$ cat src/rtl/branch_predict_resolve_if.sv
// Fetch-side prediction and EX-side resolution signals of the branch unit.
// The slave modport faces the branch unit; the master faces the pipeline.
interface branch_predict_resolve_if #(
    parameter int XLEN = 32
);
    logic [XLEN-1:0] if_pc;
    logic            pred_taken;
    logic [XLEN-1:0] pred_target;
    logic            ex_valid;
    logic            ex_stall;
    logic [XLEN-1:0] ex_pc;
    logic [6:0]      ex_opcode;
    logic [2:0]      ex_func3;
    logic [XLEN-1:0] ex_rs1;
    logic [XLEN-1:0] ex_rs2;
    logic [XLEN-1:0] ex_target;
    logic            ex_pred_taken;
    logic [XLEN-1:0] ex_pred_target;
    logic            bj_taken;
    logic            mispredict;
    logic [XLEN-1:0] redirect_pc;

    modport master (
        output if_pc, ex_valid, ex_stall, ex_pc, ex_opcode, ex_func3,
        output ex_rs1, ex_rs2, ex_target, ex_pred_taken, ex_pred_target,
        input  pred_taken, pred_target, bj_taken, mispredict, redirect_pc
    );

    modport slave (
        input  if_pc, ex_valid, ex_stall, ex_pc, ex_opcode, ex_func3,
        input  ex_rs1, ex_rs2, ex_target, ex_pred_taken, ex_pred_target,
        output pred_taken, pred_target, bj_taken, mispredict, redirect_pc
    );
endinterface

$ cat src/rtl/branch_predict_resolve.sv
// BTB + 2-bit counter predictor with EX-stage branch/jump resolution.
// Define BRANCH_PERF_EN to build the resolved/mispredict perf counters.
module branch_predict_resolve #(
    parameter int XLEN      = 32,
    parameter int BTB_DEPTH = 64,
    parameter int TAG_W     = 8
) (
    input  logic        clk,
    input  logic        rst_n,
    branch_predict_resolve_if.slave bus,
    output logic [31:0] perf_br_cnt,
    output logic [31:0] perf_mispred_cnt
);
    localparam int IDX_W = $clog2(BTB_DEPTH);

    localparam logic [6:0] OP_BR   = 7'b1100011;
    localparam logic [6:0] OP_JAL  = 7'b1101111;
    localparam logic [6:0] OP_JALR = 7'b1100111;

    logic             v_q   [BTB_DEPTH];
    logic [TAG_W-1:0] tag_q [BTB_DEPTH];
    logic [XLEN-1:0]  tgt_q [BTB_DEPTH];
    logic             jmp_q [BTB_DEPTH];
    logic [1:0]       cnt_q [BTB_DEPTH];

    logic [IDX_W-1:0] if_idx;
    logic [TAG_W-1:0] if_tag;
    logic             if_hit;
    logic [IDX_W-1:0] ex_idx;
    logic [TAG_W-1:0] ex_tag;
    logic             ex_hit;

    logic       is_br;
    logic       is_jmp;
    logic       ctrl;
    logic       cond;
    logic       upd;
    logic [1:0] cnt_nxt;

    assign if_idx = bus.if_pc[IDX_W+1:2];
    assign if_tag = bus.if_pc[IDX_W+TAG_W+1:IDX_W+2];
    assign if_hit = v_q[if_idx] && (tag_q[if_idx] == if_tag);

    assign bus.pred_taken  = if_hit & (jmp_q[if_idx] | cnt_q[if_idx][1]);
    assign bus.pred_target = bus.pred_taken ? tgt_q[if_idx]
                                            : bus.if_pc + XLEN'(4);

    assign is_br  = (bus.ex_opcode == OP_BR);
    assign is_jmp = (bus.ex_opcode == OP_JAL) || (bus.ex_opcode == OP_JALR);
    assign ctrl   = is_br | is_jmp;

    always_comb begin
        cond = 1'b0;
        unique case (bus.ex_func3)
            3'b000:  cond = (bus.ex_rs1 == bus.ex_rs2);
            3'b001:  cond = (bus.ex_rs1 != bus.ex_rs2);
            3'b100:  cond = ($signed(bus.ex_rs1) <  $signed(bus.ex_rs2));
            3'b101:  cond = ($signed(bus.ex_rs1) >= $signed(bus.ex_rs2));
            3'b110:  cond = (bus.ex_rs1 <  bus.ex_rs2);
            3'b111:  cond = (bus.ex_rs1 >= bus.ex_rs2);
            default: cond = 1'b0;
        endcase
    end

    assign bus.bj_taken    = is_jmp | (is_br & cond);
    assign bus.redirect_pc = bus.bj_taken ? bus.ex_target
                                          : bus.ex_pc + XLEN'(4);
    assign bus.mispredict  = bus.ex_valid & ctrl &
        ((bus.ex_pred_taken != bus.bj_taken) |
         (bus.bj_taken & (bus.ex_pred_target != bus.ex_target)));

    assign upd    = bus.ex_valid & ~bus.ex_stall & ctrl;
    assign ex_idx = bus.ex_pc[IDX_W+1:2];
    assign ex_tag = bus.ex_pc[IDX_W+TAG_W+1:IDX_W+2];
    assign ex_hit = v_q[ex_idx] && (tag_q[ex_idx] == ex_tag);

    always_comb begin
        cnt_nxt = cnt_q[ex_idx];
        if (bus.bj_taken) begin
            if (cnt_nxt != 2'b11) cnt_nxt = cnt_nxt + 2'd1;
        end else if (cnt_nxt != 2'b00) begin
            cnt_nxt = cnt_nxt - 2'd1;
        end
    end

    always_ff @(posedge clk or negedge rst_n) begin
        if (!rst_n) begin
            for (int i = 0; i < BTB_DEPTH; i++) begin
                v_q[i]   <= 1'b0;
                tag_q[i] <= '0;
                tgt_q[i] <= '0;
                jmp_q[i] <= 1'b0;
                cnt_q[i] <= 2'b01;
            end
        end else if (upd) begin
            if (ex_hit && is_jmp) begin
                tgt_q[ex_idx] <= bus.ex_target;
                jmp_q[ex_idx] <= 1'b1;
                cnt_q[ex_idx] <= 2'b11;
            end else if (ex_hit) begin
                cnt_q[ex_idx] <= cnt_nxt;
                if (bus.bj_taken) tgt_q[ex_idx] <= bus.ex_target;
            end else if (bus.bj_taken) begin
                // miss or alias: a taken outcome claims the slot
                v_q[ex_idx]   <= 1'b1;
                tag_q[ex_idx] <= ex_tag;
                tgt_q[ex_idx] <= bus.ex_target;
                jmp_q[ex_idx] <= is_jmp;
                cnt_q[ex_idx] <= is_jmp ? 2'b11 : 2'b10;
            end
        end
    end

`ifdef BRANCH_PERF_EN
    always_ff @(posedge clk or negedge rst_n) begin
        if (!rst_n) begin
            perf_br_cnt      <= '0;
            perf_mispred_cnt <= '0;
        end else if (upd) begin
            perf_br_cnt <= perf_br_cnt + 32'd1;
            if (bus.mispredict) perf_mispred_cnt <= perf_mispred_cnt + 32'd1;
        end
    end
`else
    assign perf_br_cnt      = '0;
    assign perf_mispred_cnt = '0;
`endif

    logic unused_pc_bits;
    assign unused_pc_bits = ^{bus.if_pc, bus.ex_pc};
endmodule

$ cat src/flat_wrapper.sv
// flat-port wrapper written by rule: the top's interface ports become plain ports
module branch_predict_resolve_flat 
#(
    parameter int XLEN      = 32,
    parameter int BTB_DEPTH = 64,
    parameter int TAG_W     = 8
)
  (clk, rst_n, perf_br_cnt, perf_mispred_cnt, bus_if_pc, bus_ex_valid, bus_ex_stall, bus_ex_pc, bus_ex_opcode, bus_ex_func3, bus_ex_rs1, bus_ex_rs2, bus_ex_target, bus_ex_pred_taken, bus_ex_pred_target, bus_pred_taken, bus_pred_target, bus_bj_taken, bus_mispredict, bus_redirect_pc);
  branch_predict_resolve_if #(.XLEN(XLEN)) bus_i ();
  input  logic clk;
  input  logic rst_n;
  output logic [31:0] perf_br_cnt;
  output logic [31:0] perf_mispred_cnt;
  input wire logic [$bits(bus_i.if_pc)-1:0] bus_if_pc;
  input wire logic [$bits(bus_i.ex_valid)-1:0] bus_ex_valid;
  input wire logic [$bits(bus_i.ex_stall)-1:0] bus_ex_stall;
  input wire logic [$bits(bus_i.ex_pc)-1:0] bus_ex_pc;
  input wire logic [$bits(bus_i.ex_opcode)-1:0] bus_ex_opcode;
  input wire logic [$bits(bus_i.ex_func3)-1:0] bus_ex_func3;
  input wire logic [$bits(bus_i.ex_rs1)-1:0] bus_ex_rs1;
  input wire logic [$bits(bus_i.ex_rs2)-1:0] bus_ex_rs2;
  input wire logic [$bits(bus_i.ex_target)-1:0] bus_ex_target;
  input wire logic [$bits(bus_i.ex_pred_taken)-1:0] bus_ex_pred_taken;
  input wire logic [$bits(bus_i.ex_pred_target)-1:0] bus_ex_pred_target;
  output wire logic [$bits(bus_i.pred_taken)-1:0] bus_pred_taken;
  output wire logic [$bits(bus_i.pred_target)-1:0] bus_pred_target;
  output wire logic [$bits(bus_i.bj_taken)-1:0] bus_bj_taken;
  output wire logic [$bits(bus_i.mispredict)-1:0] bus_mispredict;
  output wire logic [$bits(bus_i.redirect_pc)-1:0] bus_redirect_pc;
  assign bus_i.if_pc = bus_if_pc;
  assign bus_i.ex_valid = bus_ex_valid;
  assign bus_i.ex_stall = bus_ex_stall;
  assign bus_i.ex_pc = bus_ex_pc;
  assign bus_i.ex_opcode = bus_ex_opcode;
  assign bus_i.ex_func3 = bus_ex_func3;
  assign bus_i.ex_rs1 = bus_ex_rs1;
  assign bus_i.ex_rs2 = bus_ex_rs2;
  assign bus_i.ex_target = bus_ex_target;
  assign bus_i.ex_pred_taken = bus_ex_pred_taken;
  assign bus_i.ex_pred_target = bus_ex_pred_target;
  assign bus_pred_taken = bus_i.pred_taken;
  assign bus_pred_target = bus_i.pred_target;
  assign bus_bj_taken = bus_i.bj_taken;
  assign bus_mispredict = bus_i.mispredict;
  assign bus_redirect_pc = bus_i.redirect_pc;
  branch_predict_resolve #(.XLEN(XLEN), .BTB_DEPTH(BTB_DEPTH), .TAG_W(TAG_W)) u_core (.clk(clk), .rst_n(rst_n), .bus(bus_i), .perf_br_cnt(perf_br_cnt), .perf_mispred_cnt(perf_mispred_cnt));
endmodule
$ cat config.mk
export PLATFORM = sky130hd
export DESIGN_NAME = branch_predict_resolve_flat
export DESIGN_NICKNAME = d
export VERILOG_FILES = /design/src/rtl/branch_predict_resolve_if.sv /design/src/rtl/branch_predict_resolve.sv /design/src/flat_wrapper.sv
export SDC_FILE = /design/constraint.sdc
export NUM_CORES = 2
export LEC_CHECK = 0
export CAP_MARGIN = 20
export CORE_MARGIN = 3
export CORE_UTILIZATION = 55
export CTS_BUF_LIST = sky130_fd_sc_hd__clkbuf_8 sky130_fd_sc_hd__clkbuf_16
export CTS_CLUSTER_SIZE = 12
export DETAILED_ROUTE_END_ITERATION = 7
export GPL_TIMING_DRIVEN = 0
export PLACE_DENSITY = 0.8
export SLEW_MARGIN = 20
export SYNTH_ARGS = -nofsm -noshare
export SYNTH_HDL_FRONTEND = slang
export SYNTH_SLANG_ARGS = --single-unit
export TNS_END_PERCENT = 1
$ cat constraint.sdc
create_clock -name clk -period 4 [get_ports clk]
set_input_delay 0.4 -clock clk [delete_from_list [all_inputs] [get_ports clk]]
set_output_delay 0.4 -clock clk [all_outputs]
set_load 0.02 [all_outputs]
==> flow_metrics.py <==
metrics = {
    "worst_setup_path": {
        "cp-end-kind": "output port",
        "r2r-start": "u_core.tag_q[390]",
        "rr_endpoint": "u_core.cnt_q[23]",
        "cp_data_required_time_ps": 3600,
        "cpMaxStageDelayCell": "clkbuf_1",
        "start_kind": "primary input",
        "cpPeakStageDelay_ps": 1040,
        "cp_max_fo": 10,
        "rrSetupSlack_ps": -920,
        "crit_path_frequent_cell": "a21oi_1",
        "crit_arrival_ps": 5170,
        "path_delay_family": "buffers and inverters",
        "reg2regPathDepth": 11,
        "worst-path-buf-inv": 6,
        "path_cells": "clkbuf_2 -> inv_2 -> buf_2 -> clkbuf_2 -> clkbuf_1 -> a21oi_1 -> a21oi_1 -> a21oi_1 -> mux2i_4 -> buf_6",
        "path_class": "primary input to output port",
    },
    "sta": {
        "grt_setup_unrepaired": "true",
        "drv_slew": 0,
        "fin_setup_tns_ps": -1423690,
        "finalCritPeriodShare": 1.392,
        "worstMarginPinSlew_ps": 1350,
        "fmaxAchievable_ghz": 0.1795,
        "slew_headroom": 0.09986,
        "finalCriticalPeriod_ps": 5570,
        "layout_setup_ws_ps": -1570,
        "finalHoldViolations": 0,
        "finalSetupViolations": 2619,
        "worst_clock_skew_ps": 63.94,
    },
    "clocking": {
        "cts_tree": "yes",
        "clock_latency_ps": 980,
        "cts_buffers": 317,
        "cts.sinks": 2816,
        "htreeDepth": 5,
        "cts.path.max_buffers": 4,
        "clk_pin_slew_ps": 60,
        "cts_root_buffer": "clkbuf_16",
    },
    "place": {
        "preCtsSetupSlack_ps": -5200,
        "portBuffers": 261,
        "place_area_um2": 146600,
        "placed_cells": 12760,
        "dp_hpwl_um": 402000,
        "place.gp.congestion": 1.063,
    },
    "drt": {
        "ant_nets": 0,
        "num_vias": 94932,
        "drcViolationCount": 0,
        "vias_per_cell": 7.111,
        "wl_um": 557500,
        "first_iter_violations": 13220,
        "routedWlPerCell_um": 41.76,
        "firstDrtPassIters": 7,
    },
    "grt": {
        "overflow": 0,
        "grt_pass1_wl_um": 767100,
        "grtUsageTotal": 0.4337,
        "grt_pass1_vias": 97070,
        "grt_max_degree": 160,
        "antenna_found_initial": 56,
    },
    "synth": {
        "synth.avg_cell_area_um2": 15.16,
        "synthCells": 9036,
        "synth_area_leaders": "dfrtp_1 50%, mux2_2 22%, mux4_2 14%, clkbuf_1 1.5%, mux2i_1 1.2%",
        "yosys.area.top_type": "dfrtp_1",
        "synthFlopType": "dfrtp_1",
        "yosysSeqAreaShare": 0.5151,
        "syn_area_um2": 136900,
        "synth-async-reset-ratio": 1.000,
        "synth_cell_type_count": 85,
        "synth-edff-count": 0,
        "yosysTopAreaCellShare": 0.5029,
        "ys_warn_count": 0,
        "yosys_register_bits": 2816,
    },
    "run_status": {
        "failed_checks": "setup timing",
        "status": "complete, but fails checks",
    },
    "finish": {
        "nets": 10039,
        "finalInstanceArea_um2": 159500,
        "final_cells": 13350,
        "drive_above_1_share": 0.5113,
        "area_growth_pct": 16.50,
    },
    "floorplan": {
        "fp.dieH_um": 505.0,
        "die_area_um2": 255000,
        "ios": 338,
        "initial_utilization": 0.5548,
        "die_width_um": 505.0,
        "core-area_um2": 246800,
        "num_rows": 182,
    },
    "power_and_ir_drop": {
        "max-vdd-ir-drop_mv": 0.5382,
        "powerDensity_nw_per_um2": 385.9,
        "p_leak_nw": 75.03,
    },
    "hold_path": {
        "holdCritPathClass": "primary input to async pin",
    },
    "job": {
        "cap_violations": 0,
    },
}
[registers in the layout, indices dropped and copies added, names as in the netlist]
signal	count
u_core.tgt_q	2048
u_core.tag_q	512
u_core.cnt_q	128
u_core.jmp_q	64
u_core.v_q	64
[cells in the mapped netlist, types with 17 or more instances]
cell,number
nand2_1,150
a21oi_1,108
buf_4,107
inv_1,102
buf_2,186
mux2_1,37
dfrtp_1,2752
xnor2_1,69
mux4_2,878
dfstp_2,64
and3_1,20
nor3_1,39
mux2i_1,170
nand3_1,52
ha_1,34
o21ai_0,72
nor3_4,38
nor3_2,22
buf_6,24
o22ai_1,83
or2_2,74
a22o_1,27
o211ai_1,27
a221oi_1,28
a21oi_2,32
mux2_2,2680
clkbuf_1,539
xor2_1,38
nor2_1,150
or3_1,17
nand4_1,34
a22oi_1,71
a211oi_1,26
buf_1,61
a31oi_1,32
[kinds of logic after synthesis]
kind of cell | synth area share
compound gates | 0.02938
xor+xnor | 0.006843
fa+ha+maj | 0.003106
buf+inv | 0.03411
flops | 0.5151
mux | 0.3804
other cells | 0.00002738
simple gates | 0.03094
[report_power, final]
group	internal, mW	leakage, nW	total [mW]	switching (mW)
sequential	28.5	38.8	28.5	0.00101
combinational	1.39	31.1	5.07	3.68
clock	16.1	5.15	28.0	11.9
[metrics by stage]
step | hold WS (ps) | power [mW] | utilization
after floorplan | 104.4 | 30.77 | -
after global placement | 465.0 | 33.12 | 0.5847
after detailed placement | 344.4 | 33.61 | 0.5938
after CTS | 29.53 | 61.20 | 0.6439
after global routing | 65.61 | 62.69 | 0.6460
final | 30.88 | 61.56 | 0.6463
[cell usage in the layout, fill, tap and decap left out, types with 34 or more instances in the layout]
| cell type | synthesis | layout |
|---|---|---|
| diode_2 | 0 | 38 |
| mux2_2 | 2680 | 2667 |
| clkdlybuf4s50_1 | 0 | 187 |
| nand3_1 | 52 | 44 |
| nor3_4 | 38 | 62 |
| buf_6 | 24 | 121 |
| xnor2_1 | 69 | 64 |
| xor2_1 | 38 | 36 |
| buf_2 | 186 | 73 |
| dfrtp_1 | 2752 | 2752 |
| o21ai_0 | 72 | 49 |
| nor2_1 | 150 | 93 |
| buf_4 | 107 | 153 |
| a22oi_1 | 71 | 70 |
| mux2i_1 | 170 | 154 |
| mux4_2 | 878 | 878 |
| buf_1 | 61 | 40 |
| buf_12 | 1 | 62 |
| clkbuf_16 | 0 | 326 |
| buf_16 | 0 | 63 |
| clkinv_2 | 0 | 42 |
| clkbuf_1 | 539 | 384 |
| or2_2 | 74 | 74 |
| conb_1 | 1 | 64 |
| clkbuf_8 | 0 | 62 |
| clkbuf_2 | 0 | 97 |
| inv_1 | 102 | 189 |
| buf_8 | 0 | 41 |
| clkbuf_4 | 0 | 46 |
| dfstp_2 | 64 | 64 |
| a21oi_1 | 108 | 106 |
| nand4_1 | 34 | 34 |
| nand2_1 | 150 | 138 |
| o22ai_1 | 83 | 82 |
[worst max path at each step]
stage / start / endpoint / slack [ps] / cells after the start
2_1_floorplan: bus_if_pc[3] / bus_pred_target[26] / -40 / 15
3_3_place_gp: rst_n / u_core.tag_q[199] / -119340 / 1
3_5_place_dp: bus_if_pc[3] / bus_pred_target[30] / -5200 / 19
4_1_cts: u_core.tag_q[106] / bus_pred_target[7] / -1290 / 12
5_1_grt: bus_if_pc[2] / bus_pred_target[7] / -1460 / 19
6_report: bus_if_pc[7] / bus_pred_target[5] / -1570 / 10
[layer usage]
metal	track usage	vias to the layer above	routed length, um
met5	0.005818	-	383
met4	0.3848	27	62480
met3	0.1646	2299	70070
met2	0.6210	7134	238600
met1	0.5095	50175	186000
li1	-	35297	-
[final cells by class]
| class | count | area, um^2 |
|---|---|---|
| Fill cell | 17416 | 87300 |
| Sequential cell | 2816 | 70550 |
| Multi-Input combinational cell | 5260 | 63480 |
| Clock buffer | 371 | 8766 |
| Buffer | 918 | 6271 |
| Timing Repair Buffer | 380 | 4905 |
| Tap cell | 3312 | 4144 |
| Clock inverter | 150 | 935.9 |
| Inverter | 105 | 402.9 |
| Antenna cell | 38 | 95.09 |
[repair_timing]
action | CTS | global route
resized for setup | 933 | 232
hold buffers | 1 | 0
setup buffers | 23 | 2
cloned | 4 | 0
hold endpoints to repair | 476 | 0
setup endpoints to repair | 2883 | 2796
pin swaps | 19 | 17
(Power assumes the default switching activity.)
